--- config.mk ---
export PLATFORM = sky130hd
export DESIGN_NAME = sprite_pixel_streamer_flat
export DESIGN_NICKNAME = d
export VERILOG_FILES = /design/src/rtl/sprite_pixel_streamer_if.sv /design/src/rtl/sprite_pixel_streamer.sv /design/src/flat_wrapper.sv
export SDC_FILE = /design/constraint.sdc
export NUM_CORES = 1
export LEC_CHECK = 0
export CAP_MARGIN = 10
export CORE_MARGIN = 2
export CORE_UTILIZATION = 35
export DETAILED_ROUTE_END_ITERATION = 16
export MAX_ROUTING_LAYER = met4
export PLACE_DENSITY_LB_ADDON = 0.05
export SLEW_MARGIN = 20
export SYNTH_ARGS = -nofsm -noshare
export SYNTH_HDL_FRONTEND = slang
export SYNTH_SLANG_ARGS = --single-unit
--- constraint.sdc ---
create_clock -name clock -period 6.8 [get_ports clock]
set_input_delay 1.7 -clock clock [delete_from_list [all_inputs] [get_ports clock]]
set_output_delay 1.7 -clock clock [all_outputs]
set_load 0.01 [all_outputs]
--- src/rtl/sprite_pixel_streamer_if.sv ---
// Request/pixel handshake bundle for sprite_pixel_streamer.
// Optional SPRITE_MIRROR_EN adds the req_mirror request qualifier.
interface sprite_pixel_streamer_if #(
    parameter int IMAGECOUNT      = 2,
    parameter int IMAGEWIDTH      = 16,
    parameter int IMAGEHEIGHT     = 16,
    parameter int IMAGEINDEXWIDTH = 1
);
    localparam int XW = $clog2(IMAGEWIDTH);
    localparam int YW = $clog2(IMAGEHEIGHT);

    logic [IMAGECOUNT*IMAGEWIDTH*IMAGEHEIGHT-1:0] image;
    logic                       req_valid;
    logic                       req_ready;
    logic [IMAGEINDEXWIDTH-1:0] req_index;
`ifdef SPRITE_MIRROR_EN
    logic                       req_mirror;
`endif
    logic                       pix_valid;
    logic                       pix_ready;
    logic                       pix_data;
    logic [XW-1:0]              pix_x;
    logic [YW-1:0]              pix_y;
    logic                       pix_last;
    logic                       done;
    logic                       err;

    modport master (
        output image, req_valid, req_index,
`ifdef SPRITE_MIRROR_EN
        output req_mirror,
`endif
        output pix_ready,
        input  req_ready, pix_valid, pix_data, pix_x, pix_y, pix_last, done, err
    );

    modport slave (
        input  image, req_valid, req_index,
`ifdef SPRITE_MIRROR_EN
        input  req_mirror,
`endif
        input  pix_ready,
        output req_ready, pix_valid, pix_data, pix_x, pix_y, pix_last, done, err
    );
endinterface

--- src/rtl/sprite_pixel_streamer.sv ---
// Snapshots one sprite from a packed image bus and streams it row-major, one pixel per handshake.
// Optional horizontal flip via macro SPRITE_MIRROR_EN (adds req_mirror).
//
//   state  | meaning
//   IDLE   | req_ready high, waiting for a request
//   STREAM | pix_valid high, walking the snapshot pixel by pixel
module sprite_pixel_streamer #(
    parameter int IMAGECOUNT      = 2,
    parameter int IMAGEWIDTH      = 16,
    parameter int IMAGEHEIGHT     = 16,
    parameter int IMAGEINDEXWIDTH = 1
) (
    input  logic clock,
    input  logic reset_n,
    sprite_pixel_streamer_if.slave bus
);
    localparam int W   = IMAGEWIDTH;
    localparam int H   = IMAGEHEIGHT;
    localparam int PIX = W * H;
    localparam int XW  = $clog2(W);
    localparam int YW  = $clog2(H);
    localparam int BW  = $clog2(PIX);

    typedef enum logic {
        IDLE   = 1'b0,
        STREAM = 1'b1
    } state_t;

    state_t         r_state;
    state_t         w_next;
    logic [PIX-1:0] r_snap;
    logic [XW-1:0]  r_x;
    logic [YW-1:0]  r_y;
    logic           r_done;
    logic           r_err;
    logic           r_mirror;

    logic [PIX-1:0] w_sel;
    logic           w_hit;
    logic           w_acc;
    logic           w_pix_hs;
    logic           w_at_last;
    logic           w_mirror_req;
    logic [XW-1:0]  w_col;
    logic [BW-1:0]  w_bit;

`ifdef SPRITE_MIRROR_EN
    assign w_mirror_req = bus.req_mirror;
`else
    assign w_mirror_req = 1'b0;
`endif

    // An out-of-range index matches no sprite, leaving w_sel zero and w_hit low.
    always_comb begin
        w_sel = '0;
        w_hit = 1'b0;
        for (int i = 0; i < IMAGECOUNT; i++) begin
            if (bus.req_index == IMAGEINDEXWIDTH'(i)) begin
                w_sel = bus.image[i*PIX +: PIX];
                w_hit = 1'b1;
            end
        end
    end

    assign w_acc     = bus.req_valid && (r_state == IDLE);
    assign w_pix_hs  = (r_state == STREAM) && bus.pix_ready;
    assign w_at_last = (r_x == XW'(W - 1)) && (r_y == YW'(H - 1));

    always_comb begin
        w_next = r_state;
        case (r_state)
            IDLE:    if (w_acc) w_next = STREAM;
            STREAM:  if (w_pix_hs && w_at_last) w_next = IDLE;
            default: w_next = IDLE;
        endcase
    end

    always_ff @(posedge clock or negedge reset_n) begin
        if (!reset_n) r_state <= IDLE;
        else          r_state <= w_next;
    end

    always_ff @(posedge clock or negedge reset_n) begin
        if (!reset_n) begin
            r_snap   <= '0;
            r_x      <= '0;
            r_y      <= '0;
            r_done   <= 1'b0;
            r_err    <= 1'b0;
            r_mirror <= 1'b0;
        end else begin
            r_done <= w_pix_hs && w_at_last;
            r_err  <= w_acc && !w_hit;
            if (w_acc) begin
                r_snap   <= w_sel;
                r_x      <= '0;
                r_y      <= '0;
                r_mirror <= w_mirror_req;
            end else if (w_pix_hs) begin
                if (r_x == XW'(W - 1)) begin
                    r_x <= '0;
                    r_y <= w_at_last ? '0 : r_y + 1'b1;
                end else begin
                    r_x <= r_x + 1'b1;
                end
            end
        end
    end

    // Column 0 is the row MSB unless the latched mirror flag flips the row.
    assign w_col = r_mirror ? r_x : (XW'(W - 1) - r_x);
    assign w_bit = BW'(r_y) * BW'(W) + BW'(w_col);

    assign bus.req_ready = (r_state == IDLE);
    assign bus.pix_valid = (r_state == STREAM);
    assign bus.pix_data  = (r_state == STREAM) && r_snap[w_bit];
    assign bus.pix_x     = r_x;
    assign bus.pix_y     = r_y;
    assign bus.pix_last  = (r_state == STREAM) && w_at_last;
    assign bus.done      = r_done;
    assign bus.err       = r_err;
endmodule
--- src/flat_wrapper.sv ---
// flat-port wrapper written by rule: the top's interface ports become plain ports
module sprite_pixel_streamer_flat 
#(
    parameter int IMAGECOUNT      = 2,
    parameter int IMAGEWIDTH      = 16,
    parameter int IMAGEHEIGHT     = 16,
    parameter int IMAGEINDEXWIDTH = 1
)
  (clock, reset_n, bus_image, bus_req_valid, bus_req_index, bus_pix_ready, bus_req_ready, bus_pix_valid, bus_pix_data, bus_pix_x, bus_pix_y, bus_pix_last, bus_done, bus_err);
  sprite_pixel_streamer_if #(.IMAGECOUNT(IMAGECOUNT), .IMAGEWIDTH(IMAGEWIDTH), .IMAGEHEIGHT(IMAGEHEIGHT), .IMAGEINDEXWIDTH(IMAGEINDEXWIDTH)) bus_i ();
  input  logic clock;
  input  logic reset_n;
  input wire logic [$bits(bus_i.image)-1:0] bus_image;
  input wire logic [$bits(bus_i.req_valid)-1:0] bus_req_valid;
  input wire logic [$bits(bus_i.req_index)-1:0] bus_req_index;
  input wire logic [$bits(bus_i.pix_ready)-1:0] bus_pix_ready;
  output wire logic [$bits(bus_i.req_ready)-1:0] bus_req_ready;
  output wire logic [$bits(bus_i.pix_valid)-1:0] bus_pix_valid;
  output wire logic [$bits(bus_i.pix_data)-1:0] bus_pix_data;
  output wire logic [$bits(bus_i.pix_x)-1:0] bus_pix_x;
  output wire logic [$bits(bus_i.pix_y)-1:0] bus_pix_y;
  output wire logic [$bits(bus_i.pix_last)-1:0] bus_pix_last;
  output wire logic [$bits(bus_i.done)-1:0] bus_done;
  output wire logic [$bits(bus_i.err)-1:0] bus_err;
  assign bus_i.image = bus_image;
  assign bus_i.req_valid = bus_req_valid;
  assign bus_i.req_index = bus_req_index;
  assign bus_i.pix_ready = bus_pix_ready;
  assign bus_req_ready = bus_i.req_ready;
  assign bus_pix_valid = bus_i.pix_valid;
  assign bus_pix_data = bus_i.pix_data;
  assign bus_pix_x = bus_i.pix_x;
  assign bus_pix_y = bus_i.pix_y;
  assign bus_pix_last = bus_i.pix_last;
  assign bus_done = bus_i.done;
  assign bus_err = bus_i.err;
  sprite_pixel_streamer #(.IMAGECOUNT(IMAGECOUNT), .IMAGEWIDTH(IMAGEWIDTH), .IMAGEHEIGHT(IMAGEHEIGHT), .IMAGEINDEXWIDTH(IMAGEINDEXWIDTH)) u_core (.clock(clock), .reset_n(reset_n), .bus(bus_i));
endmodule
Yosys cells after proc, flatten, opt, wreduce, memory -nomap -nowiden
Cells that the tools add are included.
{"block": "classes", "addsub": 4, "n_mul": 0, "n_div": 0, "magnitude_cmp": 1, "n_eq_ne": 2, "shifts": 0, "n_mux": 13, "n_bitwise": 1, "n_reduce_logical": 9}
{"op": "2-to-1 mux 256 bit", "count": 1}
{"op": "2-to-1 mux 4 bit", "count": 7}
{"op": "< comparator 8 x 9 -> 1 bit, second input constant", "count": 1}
{"op": "adder 4 x 1 -> 4 bit, second input constant", "count": 2}
{"op": "adder 8 x 4 -> 8 bit", "count": 1}
{"op": "binary-select mux 1 bit (select 8 bit)", "count": 1}
{"op": "equality test 4 bit, second input constant", "count": 2}
{"op": "logical AND 1 bit", "count": 6}
{"op": "nonzero test 2 bit", "count": 2}
{"op": "subtractor 4 bit, first input constant", "count": 1}
{"op": "2-to-1 mux 1 bit", "count": 3}
{"op": "one-hot mux 1 bit (2 select lines)", "count": 1}
{"op": "AND reduction 2 bit", "count": 1}
{"op": "NOT 1 bit", "count": 1}
{"block": "word_totals", "register_bits": 266, "latch_bits": 0, "mem_bits_rw": 0, "romBits": 0, "n_memories": 0}

Longest topological paths before layout
{"block": "depth", "depth_word": 6, "depth_mapped": 11}

Worst setup path before layout
No wires, ideal clock.
{"block": "synth_path", "path_type": "register to output", "from": "reg u_core.r_x[0] (netlist: u_core.bus.pix_x[0])", "to": "out bus_pix_data", "arrival_time_ns": 2.215, "setup_slack_ns": 2.885, "path_stages_with_launch": 11, "path_buffers": 4, "cell_sequence": "dfrtp_1 buf_6 buf_12 buf_6 buf_2 mux2i_1 o22ai_1 o311ai_0 o32ai_1 o41ai_2 a21oi_1"}
{"block": "synth_via", "elab_chain_len": 5}
{"item": "start, declared", "line": "sprite_pixel_streamer.sv:32", "text": "logic [XW-1:0] r_x;"}
{"item": "start signal, assigned", "line": "sprite_pixel_streamer.sv:104", "text": "r_x <= r_x + 1'b1;"}
{"item": "subtractor 4 bit", "line": "sprite_pixel_streamer.sv:111", "text": "assign w_col = r_mirror ? r_x : (XW'(W - 1) - r_x);"}
{"item": "adder 8 x 4 -> 8 bit", "line": "sprite_pixel_streamer.sv:112", "text": "assign w_bit = BW'(r_y) * BW'(W) + BW'(w_col);"}
{"item": "binary-select mux 1 bit (select 8 bit)", "line": "sprite_pixel_streamer.sv:116", "text": "assign bus.pix_data = (r_state == STREAM) && r_snap[w_bit];"}
{"item": "2-to-1 mux 1 bit (implied by the code)", "line": "sprite_pixel_streamer.sv:116"}
{"item": "logical AND 1 bit", "line": "sprite_pixel_streamer.sv:116"}
{"item": "end, declared", "line": "flat_wrapper.sv:19", "text": "output wire logic [$bits(bus_i.pix_data)-1:0] bus_pix_data;"}
Every way passes these cells. The select of a mux whose other input is x is not followed.

Final worst setup path
Ends and elaborated chain as after synthesis.

==> impl_metrics.json <==
{
  "die_area_sq_mm": 0.0425,
  "routed-via-count": 11800,
  "cts_resized": 0,
  "wire_per_inst_microns": 19.8,
  "yosysUniqueCellTypes": 49,
  "finalSetupTns_ns": 0,
  "die_w_microns": 206,
  "slew_headroom_pct": 40.7,
  "antenna_found_initial": 1,
  "ys_ff_latch": 266,
  "fin_area_sq_mm": 0.0209,
  "path_max_fanout": 50,
  "grt_overflow": 0,
  "nNetsFinal": 2324,
  "place_area_sq_mm": 0.0199,
  "ir_drop_uv": 135,
  "critPathArrivalTime_ns": 4.09,
  "ys_warn_count": 0,
  "postCtsSetupBuffers": 0,
  "path_clk_slew_ns": 0.06,
  "synth.avg_cell_area_sq_um": 10.6,
  "status": "complete, no violations",
  "numClockSinks": 266,
  "fin_crit_ns": 5.79,
  "first_pass_iters": 5,
  "async_reset_ff_share_pct": 100,
  "holdPathStages": 2,
  "reg2reg_depth": 5,
  "crit_path_start_kind": "flop",
  "finalSetupViolCount": 0,
  "cp-end-kind": "output pin",
  "tightest_slew_ns": 0.889,
  "cts_root_buffer": "clkbuf_16",
  "max_freq_mhz": 173,
  "power_leakage_nw": 8.84,
  "fin_skew_ns": 0.00828,
  "timing.final.crit_share_pct": 85.2,
  "io_pins": 531,
  "area_delta_synth_final_pct": 46.2,
  "grt_usage_pct": 21.9,
  "grt_pass1_vias": 11800,
  "hold_viol_final": 0,
  "syn-instance-count": 1349,
  "fp.dieH_microns": 206,
  "place_hpwl_microns": 35100,
  "port_buffers": 529,
  "clk_path_buf_depth": 3,
  "p_per_area_mw_per_mm2": 248,
  "maxCapViolCount": 0,
  "drt_iter0_markers": 780,
  "drive_above_1_share_pct": 6.63,
  "ys_seq_area_share_pct": 46.6,
  "cts_hold_buf": 0,
  "viasPerCell": 4.98,
  "worstSetupPathType": "flop to output pin",
  "ys.flop_type": "dfrtp_1",
  "grt_pass1_wl_microns": 68800,
  "synth_area_sq_mm": 0.0143,
  "htreeDepth": 1,
  "std_cell_rows": 74,
  "cts_buffers": 30,
  "hold_class": "flop to flop",
  "drv_slew": 0,
  "place_congestion": 0.783,
  "drt_wl_total_microns": 46700,
  "cts_tree": "yes",
  "synth_edf_count": 0,
  "insertion_delay_ns": 0.55,
  "drtAntennaViolNets": 0,
  "core_area_sq_mm": 0.0406,
  "grt_max_degree": 223,
  "rsz0062_at_grt": "no",
  "initial_core_util_pct": 35.2,
  "synth_nets": 1868,
  "route.detailed.drc": 0,
  "cp.required_ns": 5.10
}
registers in the layout, summed over array words and instances, names as in the netlist:
name,flops
u_core.bus.pix_x,4
u_core.bus.pix_y,4
u_core.bus.pix_valid,1
u_core.r_snap,256
u_core.bus.done,1
synthesized netlist by cell type, types with 2 or more instances:
cell         n  share of area [%]
a21o_1       2               0.11
nand4_1      2              0.088
a211oi_1     5               0.26
nand2_1     15               0.39
o21ai_0      4               0.14
o32ai_1      3               0.18
ha_1         2               0.18
buf_2        9               0.32
mux4_1       5               0.92
nor2b_1      3               0.13
and2_0       2              0.088
nor2_1     268                7.0
a21oi_1    269                9.4
clkbuf_1    84                2.2
buf_1       15               0.39
o21ai_1      5               0.18
inv_1        4               0.11
buf_6        3               0.24
o221ai_1     5               0.31
buf_12       3               0.42
mux2i_1    280                 20
and3_1       2              0.088
o22ai_1      5               0.22
dfrtp_1    266                 47
nand3b_1     2               0.11
nand3_1      4               0.14
mux4_2      55                8.7
xnor2_1      2               0.12
nor3_1       4               0.14
a2111oi_0    2               0.12
per-stage QoR:
step / util [%] / power (mW) / worst slack, ns / hold slack [ns] / cells
after floorplan: - / 2.91 / 2.89 / 0.487 / 1349
after global placement: 49.1 / 3.56 / 1.60 / 0.505 / 2305
after detailed placement: 49.1 / 3.59 / 1.53 / 0.514 / 2305
after CTS: 51.5 / 5.26 / 0.919 / 0.526 / 2358
after global routing: 51.5 / 5.47 / 0.630 / 0.539 / 2359
final: 51.5 / 5.19 / 1.01 / 0.522 / 2359
layer usage:
metal / GRT usage (%) / vias to the layer above / part of all wire [%]
met4: 4.11 / 0 / 1.8
met5: - / - / 0
met2: 37.6 / 353 / 51
li1: - / 5770 / -
met1: 28.2 / 5586 / 42
met3: 2.79 / 49 / 5.0
logic make-up (layout without fill, tap and decap cells):
logic type,Yosys count,after routing,share of synthesized area [%]
simple gates,309,309,8.58
mux,341,341,29.3
buf+inv,121,598,3.86
other cells,1,2,0.0262
compound gates,307,307,11.4
flops,266,266,46.6
xor+xnor,2,2,0.123
fa+ha+maj,2,2,0.175
path summary, 6_finish.rpt:
path                                        to  slack (ns)                start
hold reg to reg              u_core.r_snap[14]        0.52    u_core.r_snap[14]
min in group asynchronous   u_core.r_snap[101]        1.11              reset_n
max in group asynchronous   u_core.r_snap[252]        4.26              reset_n
setup reg to reg           u_core.bus.pix_y[2]        4.61  u_core.bus.pix_x[0]
setup / recovery                  bus_pix_data        1.01  u_core.bus.pix_x[0]
hold / removal               u_core.r_snap[14]        0.52    u_core.r_snap[14]
critical path, stage by stage, from the launching register on:
cell	delay [ns]
dfrtp_4	0.97
buf_4	0.42
mux4_2	0.28
mux2i_1	0.08
mux4_2	0.49
or3b_1	0.43
a21oi_1	0.17
clkdlybuf4s50_1	0.62
layout by cell type (no fill, tap or decap), drive strengths merged, types with 2 or more instances in the layout:
cell           netlist  final
clkdlybuf4s50        0    527
mux2i              280    280
a21oi              269    269
nor2               268    268
dfrtp              266    266
mux4                60     60
clkbuf              84     42
nand2               15     15
buf                 32     13
o21ai                9      9
clkinv               0      6
o22ai                5      5
o221ai               5      5
a211oi               5      5
inv                  5      5
nand3                4      4
nor3                 4      4
o32ai                3      3
bufinv               0      3
nor2b                3      3
and2                 3      3
nand4                2      2
a21o                 2      2
and3                 2      2
a2111oi              2      2
nand3b               2      2
xnor2                2      2
ha                   2      2
clkinvlp             0      2
layout make-up:
type                    count  area (sq um)
well taps                 532           666
diodes                      1          2.50
clock inverters            11           139
multi-input cells         962          7090
inverters                   5          18.8
clock buffers              42           867
repair buffers            540          5450
flip-flops and latches    266          6670
fillers                  3774         19700
power breakdown:
group,total [mW],switching (mW),internal (mW)
combinational,1.43,0.575,0.860
clock,1.65,0.651,0.996
sequential,2.11,0.295,1.81
total,5.19,1.52,3.67
(Power assumes the default switching activity.)
